`src/rtl/dice_pkg.sv`:
```
// Shared types and constants for the dice game control path.
package dice_pkg;

    typedef enum logic [1:0] {
        IDLE  = 2'd0,
        ROLL  = 2'd1,
        FINAL = 2'd2
    } state_e;

    localparam logic [2:0] FACE_MIN  = 3'd1;
    localparam logic [2:0] FACE_MAX  = 3'd6;
    localparam logic [7:0] LFSR_SEED = 8'h5A;
    localparam int         CLK_HZ    = 1000000;

    // Advance the face by 1..5 positions around the ring 1..6, so it always changes.
    function automatic logic [2:0] next_face(input logic [2:0] face, input logic [7:0] lfsr);
        logic [3:0] step;
        logic [3:0] sum;
        step = 4'(lfsr % 8'd5) + 4'd1;
        sum  = {1'b0, face} - {1'b0, FACE_MIN} + step;
        if (sum >= {1'b0, FACE_MAX})
            sum = sum - {1'b0, FACE_MAX};
        return 3'(sum + {1'b0, FACE_MIN});
    endfunction

endpackage

```
`src/rtl/dice_roll_ctrl_btn_debounce.sv`:
```
// Button conditioning: 2-flop synchroniser, stability counter, rising-edge press pulse.
module btn_debounce #(
    parameter int DEBOUNCE_CYC = 20000
) (
    input  logic clk,
    input  logic rst,
    input  logic btn,
    output logic press
);

    localparam int CW = $clog2(DEBOUNCE_CYC + 1);

    logic          sync1_q, sync2_q;
    logic          level_q, level_d;
    logic          press_q, press_d;
    logic [CW-1:0] cnt_q, cnt_d;

    // Press is registered alongside the level so it lands 2+DEBOUNCE_CYC cycles after a clean edge.
    always_comb begin
        cnt_d   = '0;
        level_d = level_q;
        press_d = 1'b0;
        if (sync2_q != level_q) begin
            if (cnt_q == CW'(DEBOUNCE_CYC - 1)) begin
                level_d = sync2_q;
                press_d = sync2_q;
            end else begin
                cnt_d = cnt_q + 1'b1;
            end
        end
    end

    always_ff @(posedge clk or negedge rst) begin
        if (!rst) begin
            sync1_q <= 1'b0;
            sync2_q <= 1'b0;
            level_q <= 1'b0;
            press_q <= 1'b0;
            cnt_q   <= '0;
        end else begin
            sync1_q <= btn;
            sync2_q <= sync1_q;
            level_q <= level_d;
            press_q <= press_d;
            cnt_q   <= cnt_d;
        end
    end

    assign press = press_q;

endmodule

```
`src/rtl/dice_roll_ctrl.sv`:
```
// Dice control: debounced roll button, animated roll, final face hold.
// Define DICE_DECEL_EN to lengthen each successive step period (visible slow-down).
import dice_pkg::*;

module dice_roll_ctrl #(
    parameter int DEBOUNCE_CYC   = 20000,
    parameter int ROLL_STEP_CYC  = 50000,
    parameter int ROLL_STEPS     = 30,
    parameter int FINAL_HOLD_CYC = 5400000
) (
    input  logic       clk,
    input  logic       rst,
    input  logic       btn,
    output logic [2:0] face,
    output logic       rolling,
    output logic       is_final,
    output logic       roll_done
);

    localparam int HW = $clog2(FINAL_HOLD_CYC + 1);

    state_e        state_q, state_d;
    logic [23:0]   timer_q, timer_d;
    logic [7:0]    steps_q, steps_d;
    logic [HW-1:0] hold_q, hold_d;
    logic [7:0]    lfsr_q, lfsr_d;
    logic [2:0]    face_q, face_d;
    logic          rolling_q, rolling_d;
    logic          is_final_q, is_final_d;
    logic          roll_done_q, roll_done_d;
    logic          press;
    logic          step_end;

    btn_debounce #(.DEBOUNCE_CYC(DEBOUNCE_CYC)) u_btn (
        .clk   (clk),
        .rst   (rst),
        .btn   (btn),
        .press (press)
    );

`ifdef DICE_DECEL_EN
    logic [23:0] period;
    assign period   = 24'(ROLL_STEP_CYC) + 24'(steps_q) * 24'(ROLL_STEP_CYC >> 3);
    assign step_end = (timer_q == period - 24'd1);
`else
    assign step_end = (timer_q == 24'(ROLL_STEP_CYC - 1));
`endif

    // All-zero lock-up state can only arise from an upset; reseed.
    always_comb begin
        lfsr_d = {lfsr_q[6:0], lfsr_q[7] ^ lfsr_q[5] ^ lfsr_q[4] ^ lfsr_q[3]};
        if (lfsr_q == 8'h00)
            lfsr_d = LFSR_SEED;
    end

    always_comb begin
        state_d     = state_q;
        timer_d     = timer_q;
        steps_d     = steps_q;
        hold_d      = hold_q;
        face_d      = face_q;
        roll_done_d = 1'b0;
        case (state_q)
            IDLE: begin
                if (press) begin
                    state_d = ROLL;
                    timer_d = '0;
                    steps_d = '0;
                end
            end
            ROLL: begin
                if (step_end) begin
                    face_d  = next_face(face_q, lfsr_q);
                    steps_d = steps_q + 8'd1;
                    timer_d = '0;
                    if (steps_q == 8'(ROLL_STEPS - 1)) begin
                        state_d     = FINAL;
                        roll_done_d = 1'b1;
                        hold_d      = '0;
                    end
                end else begin
                    timer_d = timer_q + 24'd1;
                end
            end
            FINAL: begin
                hold_d = hold_q + 1'b1;
                // A re-roll press takes priority over hold expiry.
                if (press) begin
                    state_d = ROLL;
                    timer_d = '0;
                    steps_d = '0;
                end else if (hold_q == HW'(FINAL_HOLD_CYC - 1)) begin
                    state_d = IDLE;
                end
            end
            default: state_d = IDLE;
        endcase
        rolling_d  = (state_d == ROLL);
        is_final_d = (state_d == FINAL);
    end

    always_ff @(posedge clk or negedge rst) begin
        if (!rst) begin
            state_q     <= IDLE;
            timer_q     <= '0;
            steps_q     <= '0;
            hold_q      <= '0;
            lfsr_q      <= LFSR_SEED;
            face_q      <= FACE_MIN;
            rolling_q   <= 1'b0;
            is_final_q  <= 1'b0;
            roll_done_q <= 1'b0;
        end else begin
            state_q     <= state_d;
            timer_q     <= timer_d;
            steps_q     <= steps_d;
            hold_q      <= hold_d;
            lfsr_q      <= lfsr_d;
            face_q      <= face_d;
            rolling_q   <= rolling_d;
            is_final_q  <= is_final_d;
            roll_done_q <= roll_done_d;
        end
    end

    assign face      = face_q;
    assign rolling   = rolling_q;
    assign is_final  = is_final_q;
    assign roll_done = roll_done_q;

endmodule

```
`config.mk`:
```
export PLATFORM = sky130hd
export DESIGN_NAME = dice_roll_ctrl
export DESIGN_NICKNAME = d
export VERILOG_FILES = /design/src/rtl/dice_pkg.sv /design/src/rtl/dice_roll_ctrl_btn_debounce.sv /design/src/rtl/dice_roll_ctrl.sv
export SDC_FILE = /design/constraint.sdc
export NUM_CORES = 1
export LEC_CHECK = 0
export CORE_MARGIN = 1.5
export CORE_UTILIZATION = 51
export CTS_CLUSTER_SIZE = 12
export DETAILED_ROUTE_END_ITERATION = 16
export PLACE_DENSITY = 0.7
export SYNTH_ARGS = -nofsm -noshare
export SYNTH_HDL_FRONTEND = slang
export SYNTH_SLANG_ARGS = --single-unit
```
`constraint.sdc`:
```
create_clock -name clk -period 4.72 [get_ports clk]
set_clock_uncertainty 0.15 [all_clocks]
set_input_delay 1.416 -clock clk [delete_from_list [all_inputs] [get_ports clk]]
set_output_delay 1.416 -clock clk [all_outputs]
set_load 0.01 [all_outputs]
```
== After elaboration in Yosys (flattened, before gate mapping) ==
Index checks and enable logic that the tools add are counted.
Widths: inputs -> output; s select.
Cells by class
  $add $sub $neg: 9
  div/mod/pow operators: 1
  magnitude comparators: 1
  equal/unequal tests: 12
  multiplexer cells: 26
  bitwise operators: 3
  reduce and logical (&&, ||, !) cells: 10
Operator list (count)
  $mux 24: 2
  $pmux 24 s2: 1
  $mux 23: 2
  $pmux 23 s2: 1
  $mux 15: 2
  $add 24x1->24 const B: 1
  $eq 24x16->1 const B: 1
  $mux 8: 3
  $add 23x1->23 const B: 1
  $eq 23x23->1 const B: 1
  $pmux 8 s2: 1
  $add 15x1->15 const B: 1
  $eq 15x15->1 const B: 1
  $mux 2: 5
  $mux 3: 3
  $add 8x1->8 const B: 1
  $eq 8x5->1 const B: 1
  $logic_not 8->1: 1
  $mod 8x3->8 const B: 1
  $pmux 2 s3: 1
  $reduce_and 2->1: 3
  $reduce_and 3->1: 2
  $mux 1: 5
  $add 4x1->4 const B: 1
  other kinds (14): 20
Storage, ports and cells
  register bits: 90
  output and inout port bits: 6

== Depth between registers and ports, before layout ==
  word-level depth: 8
  mapped depth: 26
  mapped depth without buffers: 24

== Cells and area by module ==
A second synthesis with hierarchy kept.
Second synthesis, totals
  cells, all modules: 619
  area total of the unflattened synthesis: 5515.3 um^2
By module, submodules not included
  dice_roll_ctrl: times used 1, cells each 540, area each 4575.6 um^2, sequential area each 1783.0 um^2
  btn_debounce: times used 1, cells each 79, area each 939.7 um^2, sequential area each 475.5 um^2

== Worst setup path after synthesis ==
Ideal clock, no wire load.
  path kind: reg-to-reg
  start point: register lfsr_q[4]
  end point: register face_q[2] (netlist: face[2])
  data arrival time: 4.673 ns
  slack: -0.231 ns
  stages on the path, launching flop included: 25
  buffers on the path: 1
  path through: dfstp_2 -> buf_4 -> and2b_2 -> a31oi_1 -> a32oi_2 -> nor2_1 -> ha_1 -> nor3_2 -> nor2_1 -> or3_1 -> o21ai_0 -> ha_1 -> or2b_1 -> a21oi_2 -> nand2b_1 -> and2_1 -> ha_1 -> a21o_1 -> a21oi_1 -> nand3_1 -> a211o_1 -> a31o_2 -> ha_1 -> xnor2_1 -> o21ai_1
On the way
  word-level cells in the longest chain between the ends: 8
  elaborated cells on any way between the ends: 9
  those cells by class: add/sub (4); div (1); order compare (1); mux (3)
RTL lines
  start, declared: RTL line dice_roll_ctrl.sv:26  | logic [7:0] lfsr_q, lfsr_d;
  start signal, assigned: RTL line dice_roll_ctrl.sv:118  | lfsr_q <= lfsr_d;
  $mod 8x3->8 *: RTL line dice_pkg.sv:19  | step = 4'(lfsr % 8'd5) + 4'd1;
  $add 4x1->4 *: RTL line dice_pkg.sv:19
  $add 4x4->4 *: RTL line dice_pkg.sv:20  | sum = {1'b0, face} - {1'b0, FACE_MIN} + step;
  $ge 4x3->1 / $sub 3x3->3 (equally long branches): RTL line dice_pkg.sv:21, dice_pkg.sv:22
  $mux 3 *: RTL line dice_pkg.sv:21  | if (sum >= {1'b0, FACE_MAX})
  $mux 3 *: RTL line dice_roll_ctrl.sv:72  | if (step_end) begin
  $mux 3 *: RTL line dice_roll_ctrl.sv:63  | case (state_q)
  $add 3x1->3 *: RTL line dice_pkg.sv:23  | return 3'(sum + {1'b0, FACE_MIN});
  end signal, assigned: RTL line dice_roll_ctrl.sv:109  | face_q <= FACE_MIN;
  end signal, assigned: RTL line dice_roll_ctrl.sv:119  | face_q <= face_d;
  end, declared: RTL line dice_roll_ctrl.sv:27  | logic [2:0] face_q, face_d;
Every way passes the cells marked *; elsewhere a longest branch is shown, timed or not. The select of a mux whose other input is x is not followed.
A chain may end at the register's enable or synchronous reset.

== Worst setup path in the final report ==
  start point: register lfsr_q[7]
  end point: register face_q[2] (netlist: face[2])
Same word-level chain as after synthesis.

==> results.yml <==
run_status:
  status: "finished with violations"
  violations: "setup timing"
routing:
  drcViolationCount: 0
  drt_iter0_markers: 256
  drt-total-wl_um: 11030
  postRouteAntennaNets: 0
  dr.pass1.iters: 4
  vias_per_cell: 5.718
  vias: 4334
  wl_per_cell_um: 14.55
floorplanning:
  ioPinCount: 9
  fp.dieH_um: 104.0
  die_x_um: 104.0
  coreArea_um2: 9819
  start_util_pct: 52.99
  std_cell_rows: 36
  die-area_um2: 10820
clocking:
  cts.reportedPaths.clkPinSlew_ns: 0.08
  htree_num_levels: 3
  insertion_delay_ns: 0.36
  clockBufferDepth: 2
  cts_inserted_buffers: 9
  numClockSinks: 90
  cts_tree: "yes"
  root_buffer: "clkbuf_8"
placed_design:
  dp_cells: 729
  placement.io_buffers: 8
  dp.final_hpwl_um: 7542
  gp_congestion: 0.8645
timing:
  min_period_over_period_pct: 103.4
  finalSetupViolCount: 2
  worstMarginPinSlew_ns: 0.9105
  fin_ws_ns: -0.1607
  period_minus_slack_ns: 4.881
  slew-limit-headroom_pct: 39.30
  slew_violations: 0
  timing.fmax_mhz: 204.9
  hold_viol_final: 0
  rsz0062_at_grt: "true"
synthesis:
  synthDistinctLibCells: 71
  synth_edf_count: 0
  syn_nets: 599
  synth_flop_cell: "dfrtp_1"
  avgSynthCellArea_um2: 8.941
  synth-async-reset-ratio_pct: 100.0
  synth_seq_area_share_pct: 43.40
  ys_seq_elements: 90
  syn_area_um2: 5204
  ys_warn_count: 0
  synth_cells: 582
global_routing:
  grt_max_degree: 74
  grt_pass1_wl_um: 19170
  antenna_found_initial: 0
  grt_overflow_total: 0
  grt_pass1_vias: 4119
  track_usage_pct: 21.21
power:
  swShare_pct: 21.14
  internal_power_mw: 1.108
  power.leakage_nw: 2.572
  ir_worst_vdd_uv: 258.2
  power_frac_comb_pct: 1.6
  clkPwrFrac_pct: 43.2
  seq_power_share_pct: 55.2
  power_density_nw_per_um2: 233.7
  p_switching_mw: 0.2970
critical_path:
  startpoint: "lfsr_q[7]$_DFF_PN0_"
  crit_path_end_kind: "flop"
  worstSetupPathType: "reg2reg"
  crit_fanout: 4
  crit_path_start_kind: "flop"
  r2r_start: "lfsr_q[7]$_DFF_PN0_"
  cp.arrival_ns: 4.97
  critPathRequiredTime_ns: 4.81
layout:
  drive_above_1_share_pct: 17.44
  postLayoutCoreUtil_pct: 61.21
  fill_cells: 880
  final_common_cell: "dfrtp_1"
  area_delta_synth_final_pct: 15.51
  mostFrequentLayoutCells: "85 x dfrtp_1, 72 x nand2_1, 72 x o21ai_0"
  stdcell_count: 758
  fin_nets: 637
  n_antenna_cell: 0
min_path:
  worst_hold_startpoint: "u_btn.sync1_q$_DFF_PN0_"
  hold_class: "reg2reg"
run:
  drv_cap: 0
==> power groups by stage <==
stage                     clock network, mW  logic (mW)  registers, mW
after floorplan                           0     0.00562          0.791
after global placement                    0      0.0235          0.791
after detailed placement                  0      0.0241          0.791
after CTS                             0.627      0.0242          0.776
after global routing                  0.656      0.0280          0.777
final                                 0.606      0.0228          0.776
==> worst max-delay path, cell delays in order (launching register included) <==
cell and delay (ns):
dfrtp_1 0.42, buf_6 0.14, nor4b_4 0.32, a22oi_2 0.14, a32oi_2 0.26, nor2_4 0.07, ha_4 0.17, nor3_4 0.17
nor2_2 0.08, or3_1 0.36, o21ai_2 0.08, ha_2 0.19, or2b_1 0.26, a21oi_4 0.18, nand2b_4 0.15, and2_4 0.15
ha_4 0.19, a21o_1 0.16, a21oi_2 0.14, nand3_1 0.11, a211o_1 0.31, a21boi_1 0.15, a31o_2 0.13, ha_4 0.13
xnor2_2 0.09, o21ai_1 0.06
==> cells in the mapped netlist, types with 6 or more instances <==
cell      count  area share [%]
nand4_1      20             2.4
dfrtp_1      85              41
nor2_1       53             3.8
nor3b_1       6            0.87
xor2_1       17             2.9
xnor2_1      12             2.0
nand3_1      32             3.1
or3_1         7            0.84
a21oi_1      12             1.2
o31ai_1       7             1.0
and3_1       18             2.2
a31oi_1       8            0.96
nor2b_1       6            0.72
clkbuf_1     18             1.3
ha_1         13             3.1
o21ai_0      75             7.2
nor3_1        6            0.58
inv_1        11            0.79
nand2b_1     10             1.2
nand2_1      73             5.3
==> final timing paths <==
check                                       endpoint  slack [ns]  cells past startpoint
max                              face[2]$_DFFE_PN0P_       -0.16                     25
min                          u_btn.sync2_q$_DFF_PN0_        0.20                      0
max reg2reg                      face[2]$_DFFE_PN0P_       -0.16                     25
min reg2reg                  u_btn.sync2_q$_DFF_PN0_        0.20                      0
max in group asynchronous        lfsr_q[3]$_DFF_PN1_        2.51                      2
min in group asynchronous  u_btn.cnt_q[10]$_DFF_PN0_        1.01                      1
==> stage by stage <==
| stage | hold WS (ns) | setup slack (ns) | instance area (um2) | power [mW] | TNS [ns] |
|---|---|---|---|---|---|
| after floorplan | 0.1812 | 0.004735 | 5259 | 0.7964 | 0 |
| after global placement | 0.1847 | -0.07480 | 5602 | 0.8144 | -0.1358 |
| after detailed placement | 0.1847 | -0.2377 | 5602 | 0.8151 | -0.4535 |
| after CTS | 0.2038 | -0.07814 | 5956 | 1.428 | -0.1551 |
| after global routing | 0.2257 | -0.4150 | 6011 | 1.460 | -0.8171 |
| final | 0.2021 | -0.1607 | 6011 | 1.405 | -0.3214 |
==> what timing repair did <==
action	4_1_cts	5_1_grt
setup endpoints to repair	2	2
buffers inserted	8	5
pin swaps	3	3
gates resized for setup	15	3
hold buffers	0	0
hold endpoints to repair	0	0
==> kinds of logic (layout without fill, tap and decap cells) <==
family,count (synthesis),count (layout),synth area share (%)
buf+inv,39,82,3.895
fa+ha+maj,14,14,3.511
xor+xnor,29,29,4.881
flops,90,90,43.40
simple gates,272,272,27.82
compound gates,136,136,16.09
mux,2,2,0.4087
==> area by class of cell <==
cell class | count | area (um2) | share of cell area, %
Sequential cell | 90 | 2258 | 37.57
Inverter | 11 | 41.29 | 0.6869
Tap cell | 133 | 166.4 | 2.769
Clock buffer | 11 | 151.4 | 2.519
Timing Repair Buffer | 55 | 444.2 | 7.390
Multi-Input combinational cell | 453 | 2864 | 47.65
Clock inverter | 5 | 85.08 | 1.415
==> flip-flops by register name, indices dropped and copies added, names as in the netlist, 2 cells and up <==
register / cells
timer_q: 24
u_btn.cnt_q: 15
face: 3
state_q: 2
steps_q: 8
hold_q: 23
lfsr_q: 8
==> routing by layer <==
metal  global-route usage [%]  vias up  share of wire (%)
li1                         -     2162                  -
met1                    28.77     2123                 47
met2                    35.62       42                 51
met3                    3.258        7                2.1
met4                    5.456        0               0.74
met5                        0        -                  0
(Power assumes the default switching activity.)
